## src/rtl/fanout_bcast_ctrl_pkg.sv

```systemverilog
// Shared types and constants for the broadcast fork controller.
package fanout_bcast_ctrl_pkg;

  typedef enum logic {
    EMPTY = 1'b0,
    FULL  = 1'b1
  } fork_state_t;

  localparam int STALL_W = 16;
  localparam int DST_MAX = 16;

endpackage

```

## src/rtl/fanout_stall_counter.sv

```systemverilog
// Saturating up-counter with synchronous clear; one cycle from inc to cnt, no backpressure.
module fanout_stall_counter
  import fanout_bcast_ctrl_pkg::*;
#(
  parameter int W = STALL_W
) (
  input  logic         clk,
  input  logic         clr,
  input  logic         inc,
  output logic [W-1:0] cnt
);

  always_ff @(posedge clk) begin
    if (clr) begin
      cnt <= '0;
    end else if (inc && (cnt != {W{1'b1}})) begin
      cnt <= cnt + 1'b1;
    end
  end

endmodule

```

## src/rtl/fanout_bcast_ctrl.sv

```systemverilog
// Eager one-entry broadcast fork: token visible one cycle after acceptance, each enabled
// destination takes it independently; upstream stalls until every pending destination is served.
module fanout_bcast_ctrl
  import fanout_bcast_ctrl_pkg::*;
#(
  parameter int NUM_DST = 9,
  parameter int DATA_W  = 17
) (
  input  logic               clk,
  input  logic               rst,
  input  logic [NUM_DST-1:0] cfg_dst_en,
  input  logic               src_valid,
  input  logic [DATA_W-1:0]  src_data,
  output logic               src_ready,
  output logic [NUM_DST-1:0] dst_valid,
  output logic [DATA_W-1:0]  dst_data,
  input  logic [NUM_DST-1:0] dst_ready,
  output logic               busy,
  output logic [STALL_W-1:0] stall_cnt
);

  fork_state_t        state;
  logic [DATA_W-1:0]  tok_buf;
  logic [NUM_DST-1:0] act_mask;
  logic [NUM_DST-1:0] served;
  logic [NUM_DST-1:0] pending;
  logic               full;
  logic               done_now;
  logic               load;

  assign full     = (state == FULL);
  assign pending  = act_mask & ~served;
  // dst_valid comes from registers only, so destinations may wait on valid before raising ready.
  assign dst_valid = full ? pending : '0;
  assign dst_data  = tok_buf;
  assign done_now  = full && ((pending & ~dst_ready) == '0);
  assign src_ready = !full || done_now;
  assign load      = src_valid && src_ready;
  assign busy      = full;

  always_ff @(posedge clk) begin
    if (rst) begin
      state    <= EMPTY;
      tok_buf  <= '0;
      act_mask <= '0;
      served   <= '0;
    end else if (load) begin
      tok_buf  <= src_data;
      act_mask <= cfg_dst_en;
      served   <= '0;
      // An all-zero mask has no consumers, so the token is dropped on arrival.
      state    <= (cfg_dst_en != '0) ? FULL : EMPTY;
    end else if (done_now) begin
      state <= EMPTY;
    end else if (full) begin
      served <= served | (pending & dst_ready);
    end
  end

  fanout_stall_counter #(
    .W(STALL_W)
  ) u_stall_counter (
    .clk(clk),
    .clr(rst),
    .inc(full && !done_now),
    .cnt(stall_cnt)
  );

endmodule
```

## config.mk

```make
export PLATFORM = sky130hd
export DESIGN_NAME = fanout_bcast_ctrl
export DESIGN_NICKNAME = d
export VERILOG_FILES = /design/src/rtl/fanout_bcast_ctrl_pkg.sv /design/src/rtl/fanout_stall_counter.sv /design/src/rtl/fanout_bcast_ctrl.sv
export SDC_FILE = /design/constraint.sdc
export NUM_CORES = 1
export LEC_CHECK = 0
export CAP_MARGIN = 20
export CORE_MARGIN = 8
export CORE_UTILIZATION = 46
export CTS_CLUSTER_DIAMETER = 60
export DETAILED_ROUTE_END_ITERATION = 8
export HOLD_SLACK_MARGIN = 0.03
export PLACE_DENSITY = 0.88
export RECOVER_POWER = 25
export SKIP_LAST_GASP = 1
export SLEW_MARGIN = 25
export SYNTH_ARGS = -nofsm -noshare
export SYNTH_HDL_FRONTEND = slang
export SYNTH_SLANG_ARGS = --single-unit
export TNS_END_PERCENT = 30
```

## constraint.sdc

```tcl
create_clock -name clk -period 2.8 [get_ports clk]
set_clock_uncertainty 0.1 [all_clocks]
set_input_delay 0.56 -clock clk [delete_from_list [all_inputs] [get_ports clk]]
set_output_delay 0.56 -clock clk [all_outputs]
set_load 0.005 [all_outputs]
```

Word level (Yosys, flattened, before mapping)
Index checks and enable logic that the tools add are counted.

storage, ports and cells
  logic and storage cells = 30
  register bits = 52
  input bits = 38

operators by class
  bitwise gates (word level) = 7
  muxes and demuxes = 4
  equal/unequal tests = 1
  reduce and logical (&&, ||, !) cells = 12
  add/subtract/negate cells = 1

operators with widths
  cell                   count
  $and 9x9->9            3
  $not 9->9              2
  $add 16x1->16 const B  1
  $ne 16x16->1 const B   1
  $logic_not 9->1        1
  $mux 9                 1
  $or 9x9->9             1
  $reduce_bool 9->1      1
  $logic_and 1x1->1      4
  $mux 1                 3
  $logic_not 1->1        2
  $reduce_and 2->1       1
  $reduce_bool 2->1      1
  $reduce_or 2->1        1
  $logic_or 1x1->1       1
  $not 1->1              1

Logic depth before layout (Yosys ltp)
  word-level depth = 8
  gate-level depth with buffers = 8
  depth with buffers taken out = 6

Modules after synthesis
A second synthesis with hierarchy kept.

second synthesis, totals
  cells, all modules = 285
  area, all modules = 2,643.8 um2

modules (own cells, without submodules)
  module                cells each  times used  area an instance (um2)  sequential area each (um2)
  fanout_bcast_ctrl     186         1           1,795.5                 720.7
  fanout_stall_counter  99          1           848.3                   320.3

Least setup slack after synthesis
No wires, ideal clock.

  path type = input to output
  start = in dst_ready[2]
  end = out src_ready
  arrival = 1,764 ps
  cell stages on the path = 6
  data required time = 2,140 ps
  setup slack = 376 ps
  path buffers = 2
  cell sequence = nor3b_1 -> or4_1 -> o31a_1 -> inv_2 -> buf_6 -> buf_6

on the way
  longest elaborated chain between the ends = 5

ends and longest elaborated chain
  what               RTL line                 RTL
  start, declared    fanout_bcast_ctrl.sv:17  input logic [NUM_DST-1:0] dst_ready,
  $not 9->9          fanout_bcast_ctrl.sv:36  assign done_now = full && ((pending & ~dst_ready) == '0);
  $and 9x9->9        fanout_bcast_ctrl.sv:36
  $logic_not 9->1    fanout_bcast_ctrl.sv:36
  $logic_and 1x1->1  fanout_bcast_ctrl.sv:36
  $logic_or 1x1->1   fanout_bcast_ctrl.sv:37  assign src_ready = !full || done_now;
  end, declared      fanout_bcast_ctrl.sv:14  output logic src_ready,

Every way passes these cells.

Worst setup path after layout
  start = in dst_ready[5]
  end = out src_ready

The elaborated chain is that of the path after synthesis.

==> impl_metrics.sql <==
INSERT INTO impl_metrics (metric_group, metric, value, unit) VALUES
('grt', 'first_global_vias', '2370', ''),
('floorplan', 'fp-row-count', '27', ''),
('logic_synthesis', 'ys_async_sr_fraction', '0', ''),
('placed_design', 'placement.setup.worst_slack', '-0.422', 'ns'),
('worst_hold_path', 'hold-path-endpoint', 'dst_data[0]$_SDFFE_PP0P_', ''),
('job', 'cap_viol_max_count', '0', ''),
('clock_network', 'cts.hold.buffers_added', '0', ''),
('grt', 'number_of_antenna_violations_at_the_first_check_in_global_routing', '0', ''),
('timing', 'final-setup-viol-count', '0', ''),
('route', 'detail-route-antenna-nets', '0', ''),
('logic_synthesis', 'post-synth-top-area-cell', 'sky130_fd_sc_hd__dfxtp_1', ''),
('worst_setup_path', 'combined_buffer_and_inverter_count_along_the_critical_path', '3', ''),
('clock_network', 'sinks_on_the_clock_net', '52', ''),
('worst_setup_path', 'crit_path_launch_type', 'primary input', ''),
('grt', 'track_usage', '0.159', ''),
('power', 'share_clk_of_total_power', '0.289', ''),
('logic_synthesis', 'postSynthNetCount', '317', ''),
('timing', 'clock.fmax', '0.362', 'GHz'),
('timing', 'tightest_slew', '0.523', 'ns'),
('worst_setup_path', 'path_class', 'primary input to output port', ''),
('timing', 'slew_violations', '0', ''),
('logic_synthesis', 'synth_top_area_frac', '0.405', ''),
('logic_synthesis', 'yosysSeqAreaShare', '0.405', ''),
('timing', 'final.period_utilization', '0.986', ''),
('floorplan', 'design.portCount', '82', ''),
('cells_and_area', 'most_frequent_standard_cell_in_the_layout_excluding_fill_and_tap_cells', 'sky130_fd_sc_hd__nand2b_1', ''),
('timing', 'rsz0062_at_grt', 'no', ''),
('worst_setup_path', 'critical_path_peak_fanout', '2', ''),
('clock_network', 'post-cts-setup-buffers', '0', ''),
('power', 'internal_power', '1.15', 'mW'),
('clock_network', 'tritoncts', 'built', ''),
('logic_synthesis', 'synth-warning-count', '0', ''),
('clock_network', 'cts-htree-levels', '2', ''),
('run_status', 'status', 'completed', ''),
('worst_setup_path', 'critical_path.top_delay_family', 'buffers and inverters', ''),
('cells_and_area', 'insertedDiodeCount', '0', ''),
('floorplan', 'core-area', '0.00544', 'mm²'),
('timing', 'post-route-min-period', '2.76', 'ns'),
('floorplan', 'die_h', '90.7', 'µm'),
('worst_setup_path', 'endpoint_kind', 'output port', ''),
('power', 'power.share.switching', '0.254', ''),
('logic_synthesis', 'synth.cell_area', '0.00257', 'mm²'),
('power', 'power.net_switching', '0.391', 'mW'),
('route', 'drt_iter0_drc', '126', ''),
('logic_synthesis', 'ys_ff_latch', '52', ''),
('worst_hold_path', 'hold_path_start', 'dst_data[0]$_SDFFE_PP0P_', ''),
('timing', 'max-slew-margin-rel', '0.652', ''),
('grt', 'grt_first_pass_wirelength', '11100', 'µm'),
('placed_design', 'place.gp.congestion', '0.835', ''),
('route', 'wl', '6720', 'µm'),
('route', 'routed_wire_length_per_instance', '15.5', 'µm'),
('floorplan', 'floorplan.die_area', '0.00823', 'mm²'),
('floorplan', 'initial_utilization', '0.472', ''),
('cells_and_area', 'area_grow_syn2layout', '39.0', '%'),
('clock_network', 'clk_latency', '0.30', 'ns'),
('clock_network', 'cts.clk_slew.worst_paths', '0.09', 'ns'),
('cells_and_area', 'share_of_final_layout_standard_cells_stronger_than_drive_strength_1', '0.0718', ''),
('cells_and_area', 'finish.utilization', '0.656', ''),
('worst_hold_path', 'hold_class', 'flip-flop to flip-flop', ''),
('power', 'p_leak', '1.35', 'nW'),
('clock_network', 'cts.path.max_buffers', '2', ''),
('clock_network', 'clk_root_buffer_cell', 'sky130_fd_sc_hd__clkbuf_8', ''),
('worst_setup_path', 'regToRegStartpoint', 'act_mask[7]$_SDFFE_PP0P_', ''),
('logic_synthesis', 'number_of_enable_flip_flop_cells_after_synthesis', '0', ''),
('power', 'comb_power_share', '0.194', ''),
('logic_synthesis', 'synth.top_cells.by_area', 'sky130_fd_sc_hd__dfxtp_1 (41%), sky130_fd_sc_hd__nand2b_1 (13%), sky130_fd_sc_hd__mux2i_1 (10%), sky130_fd_sc_hd__nor3b_1 (5.0%), sky130_fd_sc_hd__a21oi_1 (2.3%)', ''),
('floorplan', 'die_w', '90.7', 'µm'),
('logic_synthesis', 'syn_avg_cell_area', '9.24', 'µm²'),
('clock_network', 'cts_made_buffers', '5', ''),
('worst_hold_path', 'holdPathStages', '2', ''),
('power', 'ratio_of_total_power_to_cell_area', '431', 'mW/mm²');
worst reg2reg max path: cells and delay by family, from the launching register on:
kind | cells | cell delay (ns)
simple gates | 3 | 0.80
compound gates | 1 | 0.34
mux | 1 | 0.30
buf+inv | 2 | 0.30
flops | 1 | 0.34
per-layer routing:
layer  track usage  up-vias  routed length (µm)
met5             0        -                   0
met4        0.0388        0                  33
met3        0.0914        5                 826
met2         0.262       94                3100
met1         0.171     1105                2760
li1              -     1165                   -
through the flow:
stage	std cells	cell area [µm²]	TNS, ns	hold slack [ns]	total power, mW
after CTS	434	3560	0	0.382	1.57
after global routing	434	3570	0	0.400	1.61
final	434	3570	0	0.373	1.54
after floorplan	278	2570	0	0.362	0.958
after global placement	426	3480	-0.545	0.356	1.11
after detailed placement	426	3480	-1.04	0.366	1.12
cells in the mapped netlist (2+ instances only):
library cell / n
sky130_fd_sc_hd__dfxtp_1: 52
sky130_fd_sc_hd__or4_1: 8
sky130_fd_sc_hd__o21ai_0: 2
sky130_fd_sc_hd__or3_1: 4
sky130_fd_sc_hd__o41ai_1: 2
sky130_fd_sc_hd__nor3b_1: 17
sky130_fd_sc_hd__nor3_1: 11
sky130_fd_sc_hd__buf_4: 2
sky130_fd_sc_hd__o31ai_1: 6
sky130_fd_sc_hd__mux2_4: 2
sky130_fd_sc_hd__and3_1: 2
sky130_fd_sc_hd__nor4_1: 4
sky130_fd_sc_hd__nand3_1: 6
sky130_fd_sc_hd__nor2b_1: 4
sky130_fd_sc_hd__mux2i_1: 26
sky130_fd_sc_hd__o21ai_1: 3
sky130_fd_sc_hd__nor2_1: 9
sky130_fd_sc_hd__nand2_1: 8
sky130_fd_sc_hd__a31oi_1: 9
sky130_fd_sc_hd__and4_1: 2
sky130_fd_sc_hd__nand2b_1: 54
sky130_fd_sc_hd__clkbuf_1: 10
sky130_fd_sc_hd__nand4_1: 3
sky130_fd_sc_hd__buf_6: 4
sky130_fd_sc_hd__a21oi_1: 12
sky130_fd_sc_hd__mux2_1: 2
cells by family (layout without fill, tap and decap cells):
logic type	count (synthesis)	after routing	synth area share
DFF	52	52	0.405
adders and majority gates	1	1	0.00487
and+or+nand+nor	137	137	0.328
muxes	30	30	0.122
AOI/OAI and AO/OA	39	39	0.0970
buffers and inverters	19	103	0.0429
area by class of cell:
type	instances	area, µm²
fillers	435	1870
multi-input cells	207	1420
flip-flops and latches	52	1040
repair buffers	93	923
clock buffers	8	90.1
well taps	72	90.1
inverters	2	7.51
sequential cells by signal, summed over array words and instances, names as in the netlist:
| signal | count |
|---|---|
| u_stall_counter.cnt | 16 |
| act_mask | 9 |
| served | 9 |
| busy | 1 |
| dst_data | 17 |
power by group through the flow:
| stage | Sequential (mW) | Combinational, mW | Clock, mW |
|---|---|---|---|
| after global placement | 0.811 | 0.302 | 0 |
| after CTS | 0.796 | 0.309 | 0.461 |
| after global routing | 0.800 | 0.324 | 0.489 |
| after detailed placement | 0.813 | 0.308 | 0 |
| final | 0.795 | 0.298 | 0.445 |
| after floorplan | 0.812 | 0.146 | 0 |
worst max-delay path by stage:
stage                       from         to  slack [ns]  cells past startpoint
floorplan           dst_ready[2]  src_ready        0.38                      6
finish              dst_ready[5]  src_ready        0.04                      6
detailed placement  dst_ready[2]  src_ready       -0.42                      6
CTS                 dst_ready[8]  src_ready       0.005                      6
global route        dst_ready[5]  src_ready       0.008                      6
global placement    dst_ready[8]  src_ready       -0.41                      6
timing repair:
action                                 CTS  global route
pin swaps                                2             2
gates resized for setup                  8             2
setup endpoints to repair                1             1
endpoints found under the hold margin    0             0
No activity file was read; power rests on OpenSTA's default activity.
